## src/rtl/instr_fetch_unit_pkg.sv

```systemverilog
// Shared processor definitions: instruction word layout and fetch FSM states.
// Imported by the fetch unit and by the control unit that decodes out_opcode.
package instr_fetch_unit_pkg;
  localparam int INSTR_W = 32;
  localparam int OPC_MSB = 31;
  localparam int OPC_LSB = 26;

  typedef enum logic {
    ST_RUN   = 1'b0,
    ST_FLUSH = 1'b1
  } fetch_state_t;
endpackage

```

## src/rtl/instr_fetch_unit_sync_fifo.sv

```systemverilog
// Single-clock FIFO with a combinational head and a synchronous clear.
// A push into a full FIFO is accepted only when a pop happens in the same cycle.
module sync_fifo #(
  parameter int WIDTH = 64,
  parameter int DEPTH = 4
) (
  input  logic                     clk,
  input  logic                     rst_n,
  input  logic                     i_clr,
  input  logic                     i_push,
  input  logic [WIDTH-1:0]         i_data,
  input  logic                     i_pop,
  output logic [WIDTH-1:0]         o_data,
  output logic [$clog2(DEPTH):0]   o_count
);
  localparam int PTR_W = $clog2(DEPTH);

  logic [WIDTH-1:0] r_mem [DEPTH];
  logic [PTR_W-1:0] r_wr;
  logic [PTR_W-1:0] r_rd;
  logic [PTR_W:0]   r_count;
  logic             w_full;
  logic             w_empty;
  logic             w_do_pop;
  logic             w_do_push;

  assign w_full    = (r_count == (PTR_W+1)'(DEPTH));
  assign w_empty   = (r_count == '0);
  assign w_do_pop  = i_pop && !w_empty;
  assign w_do_push = i_push && (!w_full || w_do_pop);
  assign o_data    = r_mem[r_rd];
  assign o_count   = r_count;

  always_ff @(posedge clk) begin
    if (!rst_n || i_clr) begin
      r_wr    <= '0;
      r_rd    <= '0;
      r_count <= '0;
    end else begin
      if (w_do_push) r_wr <= r_wr + PTR_W'(1);
      if (w_do_pop)  r_rd <= r_rd + PTR_W'(1);
      r_count <= r_count + (PTR_W+1)'(w_do_push) - (PTR_W+1)'(w_do_pop);
    end
  end

  always_ff @(posedge clk) begin
    if (w_do_push) r_mem[r_wr] <= i_data;
  end
endmodule

```

## src/rtl/instr_fetch_unit.sv

```systemverilog
// Instruction fetch: issues sequential imem reads, buffers in-order responses
// with their PCs, and flushes stale traffic after a branch/jump redirect.
module instr_fetch_unit
  import instr_fetch_unit_pkg::*;
#(
  parameter logic [31:0] RESET_PC   = 32'h0000_0000,
  parameter int          FIFO_DEPTH = 4,
  parameter int          MAX_OUTST  = 2
) (
  input  logic        clk,
  input  logic        rst_n,
  output logic        imem_req_valid,
  input  logic        imem_req_ready,
  output logic [31:0] imem_addr,
  input  logic        imem_rsp_valid,
  input  logic [31:0] imem_rsp_data,
  input  logic        redirect_valid,
  input  logic [31:0] redirect_pc,
  output logic        out_valid,
  input  logic        out_ready,
  output logic [31:0] out_instr,
  output logic [5:0]  out_opcode,
  output logic [31:0] out_pc
);
  localparam int CNT_W  = $clog2(FIFO_DEPTH) + 1;
  localparam int PTR_W  = $clog2(FIFO_DEPTH);
  localparam int FIFO_W = 2 * INSTR_W;

  fetch_state_t      r_state;
  logic [31:0]       r_fetch_pc;
  logic [CNT_W-1:0]  r_outst;
  logic [31:0]       r_pcq [FIFO_DEPTH];
  logic [PTR_W-1:0]  r_pcq_wr;
  logic [PTR_W-1:0]  r_pcq_rd;

  logic [CNT_W-1:0]  w_fifo_count;
  logic [FIFO_W-1:0] w_fifo_head;
  logic [CNT_W:0]    w_inflight;
  logic [CNT_W-1:0]  w_outst_nxt;
  logic              w_req_hs;
  logic              w_push;
  logic              w_pop;

  // Outstanding plus buffered never exceeds the FIFO, so every response has a slot.
  assign w_inflight     = {1'b0, r_outst} + {1'b0, w_fifo_count};
  assign imem_req_valid = rst_n && (r_state == ST_RUN) && !redirect_valid &&
                          (r_outst < CNT_W'(MAX_OUTST)) &&
                          (w_inflight < (CNT_W+1)'(FIFO_DEPTH));
  assign imem_addr      = r_fetch_pc;
  assign w_req_hs       = imem_req_valid && imem_req_ready;
  assign w_outst_nxt    = r_outst + CNT_W'(w_req_hs) - CNT_W'(imem_rsp_valid);

  assign w_push    = imem_rsp_valid && (r_state == ST_RUN) && !redirect_valid;
  assign out_valid = (w_fifo_count != '0) && (r_state == ST_RUN);
  assign w_pop     = out_valid && out_ready && !redirect_valid;

  assign out_instr  = w_fifo_head[FIFO_W-1:INSTR_W];
  assign out_pc     = w_fifo_head[INSTR_W-1:0];
  assign out_opcode = out_instr[OPC_MSB:OPC_LSB];

  sync_fifo #(
    .WIDTH (FIFO_W),
    .DEPTH (FIFO_DEPTH)
  ) u_fifo (
    .clk     (clk),
    .rst_n   (rst_n),
    .i_clr   (redirect_valid),
    .i_push  (w_push),
    .i_data  ({imem_rsp_data, r_pcq[r_pcq_rd]}),
    .i_pop   (w_pop),
    .o_data  (w_fifo_head),
    .o_count (w_fifo_count)
  );

  always_ff @(posedge clk) begin
    if (!rst_n) begin
      r_state    <= ST_RUN;
      r_fetch_pc <= RESET_PC;
      r_outst    <= '0;
      r_pcq_wr   <= '0;
      r_pcq_rd   <= '0;
    end else begin
      r_outst <= w_outst_nxt;
      if (w_req_hs)       r_pcq_wr <= r_pcq_wr + PTR_W'(1);
      if (imem_rsp_valid) r_pcq_rd <= r_pcq_rd + PTR_W'(1);
      if (redirect_valid)
        r_fetch_pc <= {redirect_pc[31:2], 2'b00};
      else if (w_req_hs)
        r_fetch_pc <= r_fetch_pc + 32'd4;
      // Stale responses are still popped from the pc queue while flushing.
      if (redirect_valid || (r_state == ST_FLUSH))
        r_state <= (w_outst_nxt != '0) ? ST_FLUSH : ST_RUN;
    end
  end

  always_ff @(posedge clk) begin
    if (w_req_hs) r_pcq[r_pcq_wr] <= r_fetch_pc;
  end
endmodule

```

## config.mk

```make
export PLATFORM = sky130hd
export DESIGN_NAME = instr_fetch_unit
export DESIGN_NICKNAME = d
export VERILOG_FILES = /design/src/rtl/instr_fetch_unit_pkg.sv /design/src/rtl/instr_fetch_unit_sync_fifo.sv /design/src/rtl/instr_fetch_unit.sv
export SDC_FILE = /design/constraint.sdc
export NUM_CORES = 1
export LEC_CHECK = 0
export ABC_AREA = 1
export ABC_CLOCK_PERIOD_IN_PS = 5100
export CAP_MARGIN = 5
export CORE_ASPECT_RATIO = 1.2
export CORE_UTILIZATION = 29
export CTS_BUF_LIST = sky130_fd_sc_hd__clkbuf_4
export CTS_CLUSTER_SIZE = 16
export DETAILED_ROUTE_END_ITERATION = 10
export PLACE_DENSITY = 0.58
export SLEW_MARGIN = 20
export SYNTH_ARGS = -nofsm -noshare
export SYNTH_HDL_FRONTEND = slang
export SYNTH_SLANG_ARGS = --single-unit
```

## constraint.sdc

```tcl
create_clock -name clk -period 5.1 [get_ports clk]
set_input_delay 1.53 -clock clk [delete_from_list [all_inputs] [get_ports clk]]
set_output_delay 1.53 -clock clk [all_outputs]
set_load 0.05 [all_outputs]
```

==> metrics.txt <==
# TYPE chip_impl_metric gauge
chip_impl_metric{name="grt_antenna_before_repair",unit=""} 1
chip_impl_metric{name="grt_start_max_net_pins",unit=""} 125
chip_impl_metric{name="yosysUniqueCellTypes",unit=""} 34
chip_impl_metric{name="wl",unit="um"} 40700
chip_impl_metric{name="cts-buffers-inserted",unit=""} 105
chip_impl_info{name="tritoncts",value="done"} 1
chip_impl_metric{name="timing.critical_path.required",unit="ns"} 3.57
chip_impl_metric{name="clock_sink_count",unit=""} 417
chip_impl_metric{name="timing.clock.skew",unit="ns"} 0.0458
chip_impl_metric{name="grt_overflow_total",unit=""} 0
chip_impl_info{name="run_status",value="complete, no violations"} 1
chip_impl_info{name="critical_path.endpoint_type",value="primary output"} 1
chip_impl_metric{name="cts.reportedPaths.clkPinSlew",unit="ns"} 0.07
chip_impl_metric{name="crit_fanout",unit=""} 62
chip_impl_metric{name="groute.usage.overall",unit="%"} 13.9
chip_impl_metric{name="route.antenna.remaining_nets",unit=""} 0
chip_impl_metric{name="die_h",unit="um"} 265
chip_impl_metric{name="power.density",unit="nW/um2"} 365
chip_impl_metric{name="cp_data_arrival_time",unit="ns"} 3.28
chip_impl_metric{name="io_pins",unit=""} 174
chip_impl_info{name="criticalPathCategory",value="flop to primary output"} 1
chip_impl_metric{name="first_global_vias",unit=""} 11290
chip_impl_metric{name="clockBufferDepth",unit=""} 3
chip_impl_info{name="synth_top_family_by_area",value="simple AND/OR/NAND/NOR gates"} 1
chip_impl_metric{name="cp_num_cells",unit=""} 5
chip_impl_metric{name="via_count",unit=""} 11254
chip_impl_metric{name="finalSetupViolations",unit=""} 0
chip_impl_metric{name="floorplan.die_area",unit="um2"} 58500
chip_impl_metric{name="yosysWarnings",unit=""} 0
chip_impl_info{name="layout.cells.most_common",value="edfxtp_1"} 1
chip_impl_metric{name="timing_hold_violations_final",unit=""} 0
chip_impl_metric{name="worst_pin_slew",unit="ns"} 1.03
chip_impl_metric{name="avgViaCountPerCell",unit=""} 4.64
chip_impl_info{name="startpoint_type",value="flop"} 1
chip_impl_metric{name="post_cts.repair.setup_buffers",unit=""} 0
chip_impl_metric{name="insertion_delay",unit="ns"} 0.82
chip_impl_info{name="final_cell_mix",value="edfxtp_1 (368), nor2_1 (236), o21ai_0 (194)"} 1
chip_impl_metric{name="synth_area",unit="um2"} 16700
chip_impl_metric{name="timing.max_cap.violations",unit=""} 0
chip_impl_metric{name="syn-mean-instance-area",unit="um2"} 12.0
chip_impl_metric{name="worstPathBufferInverterCount",unit=""} 3
chip_impl_metric{name="timing.fmax",unit="MHz"} 208
chip_impl_info{name="regToRegEndpoint",value="r_state"} 1
chip_impl_info{name="crit_path_top_delay_cell",value="clkdlybuf4s50_1"} 1
chip_impl_metric{name="post_place_instance_area",unit="um2"} 19200
chip_impl_metric{name="synth_top_area_share",unit="%"} 66.2
chip_impl_metric{name="postSynthCellCount",unit=""} 1394
chip_impl_metric{name="worst_hold_slack_after_final_layout",unit="ns"} 0.446
chip_impl_metric{name="hold_buffers",unit=""} 0
chip_impl_metric{name="ys_ff_latch",unit=""} 417
chip_impl_metric{name="final_net_count",unit=""} 1701
chip_impl_metric{name="final_design_area_excluding_fillers",unit="um2"} 20600
chip_impl_info{name="netlist_top_cells_area",value="edfxtp_1 (66%), dfxtp_1 (5.9%), o21ai_0 (5.8%), nor2_1 (5.5%), o22ai_1 (3.5%)"} 1
chip_impl_metric{name="final_max_tran_viols",unit=""} 0
chip_impl_metric{name="ratio_of_final_minimum_period_to_clock_period",unit="%"} 94.3
chip_impl_info{name="critical_path.top_delay_family",value="buffers and inverters"} 1
chip_impl_metric{name="timing.slew.headroom",unit="%"} 31.1
chip_impl_info{name="post-synth-top-area-cell",value="edfxtp_1"} 1
chip_impl_metric{name="reg2regPathDepth",unit=""} 13
chip_impl_metric{name="final_min_period",unit="ns"} 4.81
chip_impl_metric{name="place.detailed.hpwl",unit="um"} 23600
chip_impl_metric{name="post_synth_mux_area_share",unit="%"} 0
chip_impl_info{name="path_cells",value="clkinv_1 -> buf_4 -> o21ai_0 -> o22ai_1 -> clkdlybuf4s50_1"} 1
chip_impl_info{name="timing.critical_path.to",value="out_pc[16]"} 1
chip_impl_metric{name="cp_slowest_stage_delay",unit="ns"} 0.89
chip_impl_metric{name="reg2reg_slack",unit="ns"} 2.58
chip_impl_metric{name="core_region_area",unit="um2"} 56500
chip_impl_metric{name="floorplan.die.width",unit="um"} 221
chip_impl_metric{name="placement.io_buffers",unit=""} 167
chip_impl_metric{name="routed_wire_length_per_instance",unit="um"} 16.8
chip_impl_metric{name="complex_gate_fraction_of_the_synthesized_area",unit="%"} 10.7
chip_impl_metric{name="cts-htree-levels",unit=""} 3
chip_impl_metric{name="synthToLayoutAreaGrowth",unit="%"} 23.8
chip_impl_info{name="clock_tree.root_cell",value="clkbuf_4"} 1
chip_impl_metric{name="initial_core_util",unit="%"} 29.5
chip_impl_metric{name="post_route_cells_drive_above_1_share",unit="%"} 12.6
chip_impl_metric{name="detail_route.iter0.violations",unit=""} 616
chip_impl_metric{name="synth_seq_area_share",unit="%"} 72.1
chip_impl_metric{name="std_cell_rows",unit=""} 95
chip_impl_metric{name="route.detailed.drc",unit=""} 0
chip_impl_metric{name="synth-xor-area-share",unit="%"} 0.735
chip_impl_metric{name="count_of_tritonroute_iterations_in_the_first_routing_pass",unit=""} 5
chip_impl_info{name="hold_path_class",value="flop to flop"} 1
chip_impl_metric{name="grt_pass1_wl",unit="um"} 62700
chip_impl_metric{name="vdd.ir_drop.worst",unit="uV"} 139
chip_impl_metric{name="cts_repair_resize_count",unit=""} 0
chip_impl_info{name="worstReg2RegStart",value="u_fifo.o_count[2]"} 1
chip_impl_info{name="setup_repair_after_global_routing_missed_its_margin",value="false"} 1
chip_impl_metric{name="yosys.area_share.simple",unit="%"} 10.9
chip_impl_metric{name="power.static_leakage",unit="uW"} 0.00718
chip_impl_metric{name="synth_adder_area_share",unit="%"} 1.44
chip_impl_metric{name="gp_congestion",unit=""} 0.766
through the flow:
stage	std cells	TNS [ns]	setup slack [ns]	util, %	total power (uW)
final	2428	0	0.292	36.6	7550
after global routing	2428	0	0.0206	36.6	7910
after CTS	2427	0	0.0869	36.6	7680
after detailed placement	2233	0	0.823	34.1	4750
after global placement	2233	0	0.846	34.1	4740
after floorplan	1397	-25.20	-0.102	-	4440
synth_stat cells:
| library cell | n |
|---|---|
| inv_2 | 3 |
| o211a_1 | 1 |
| xor2_1 | 7 |
| a22oi_1 | 4 |
| nand4_2 | 1 |
| xnor2_1 | 7 |
| nor2_1 | 244 |
| buf_2 | 3 |
| o21ai_0 | 194 |
| nor2_2 | 2 |
| nor3b_1 | 1 |
| nand3_2 | 1 |
| nor3_1 | 3 |
| o21bai_1 | 3 |
| nand2_1 | 138 |
| edfxtp_1 | 368 |
| clkbuf_1 | 61 |
| o22ai_1 | 92 |
| buf_6 | 3 |
| dfxtp_1 | 49 |
| buf_4 | 10 |
| nand4_1 | 1 |
| nand2_2 | 1 |
| a21oi_1 | 30 |
| inv_1 | 80 |
| nor2_4 | 1 |
| nor3_2 | 1 |
| a21boi_1 | 3 |
| fa_1 | 2 |
| a31oi_1 | 1 |
| buf_1 | 4 |
| ha_1 | 16 |
| conb_1 | 1 |
| nand3_1 | 58 |
sequential cells by signal, indices dropped and copies added, names as in the netlist, named ones only:
name            flops
u_fifo.o_count      3
r_pcq_rd            2
r_outst             3
imem_addr          30
r_state             1
u_fifo.r_wr         2
u_fifo.r_rd         2
r_pcq_wr            2
u_fifo.r_mem      248
r_pcq             120
cell families after synthesis:
| logic type | count (synthesis) |
|---|---|
| AND/OR/NAND/NOR | 452 |
| flip-flops | 417 |
| AO/OA/AOI/OAI | 328 |
| buffers and inverters | 164 |
| adder cells (fa/ha/maj) | 18 |
| XOR/XNOR | 14 |
| other | 1 |
how the worst min path moves through the flow:
| stage | start | endpoint | slack [ns] | depth (start not counted) |
|---|---|---|---|---|
| after floorplan | r_pcq_rd[1] | flop | 0.41 | 1 |
| after global placement | r_pcq_rd[1] | flop | 0.42 | 1 |
| after detailed placement | r_pcq_rd[1] | r_pcq_rd[1] | 0.44 | 1 |
| after CTS | r_pcq_rd[1] | r_pcq_rd[1] | 0.45 | 1 |
| after global routing | r_pcq_rd[1] | flop | 0.45 | 1 |
| final | r_pcq_rd[1] | r_pcq_rd[1] | 0.45 | 1 |
per-layer routing:
layer,global-route usage (%),vias up,wire (um)
met5,0,-,0
met4,6.39,0,795
met3,3.18,50,2100
met2,24.4,295,20300
met1,16.2,5436,17500
li1,-,5473,-
power by group:
part	switching [uW]	total [uW]	internal (uW)
Combinational	514	763	248
Sequential	69.8	3910	3840
Clock	1340	2880	1540
final cells by class:
class,count,area [um2]
Sequential cell,417,12000
Clock buffer,153,1150
Inverter,83,313
Clock inverter,41,250
Antenna cell,1,2.50
Multi-Input combinational cell,816,4020
Fill cell,5525,35800
Tap cell,727,910
Timing Repair Buffer,190,1970
(Power assumes the default switching activity.)
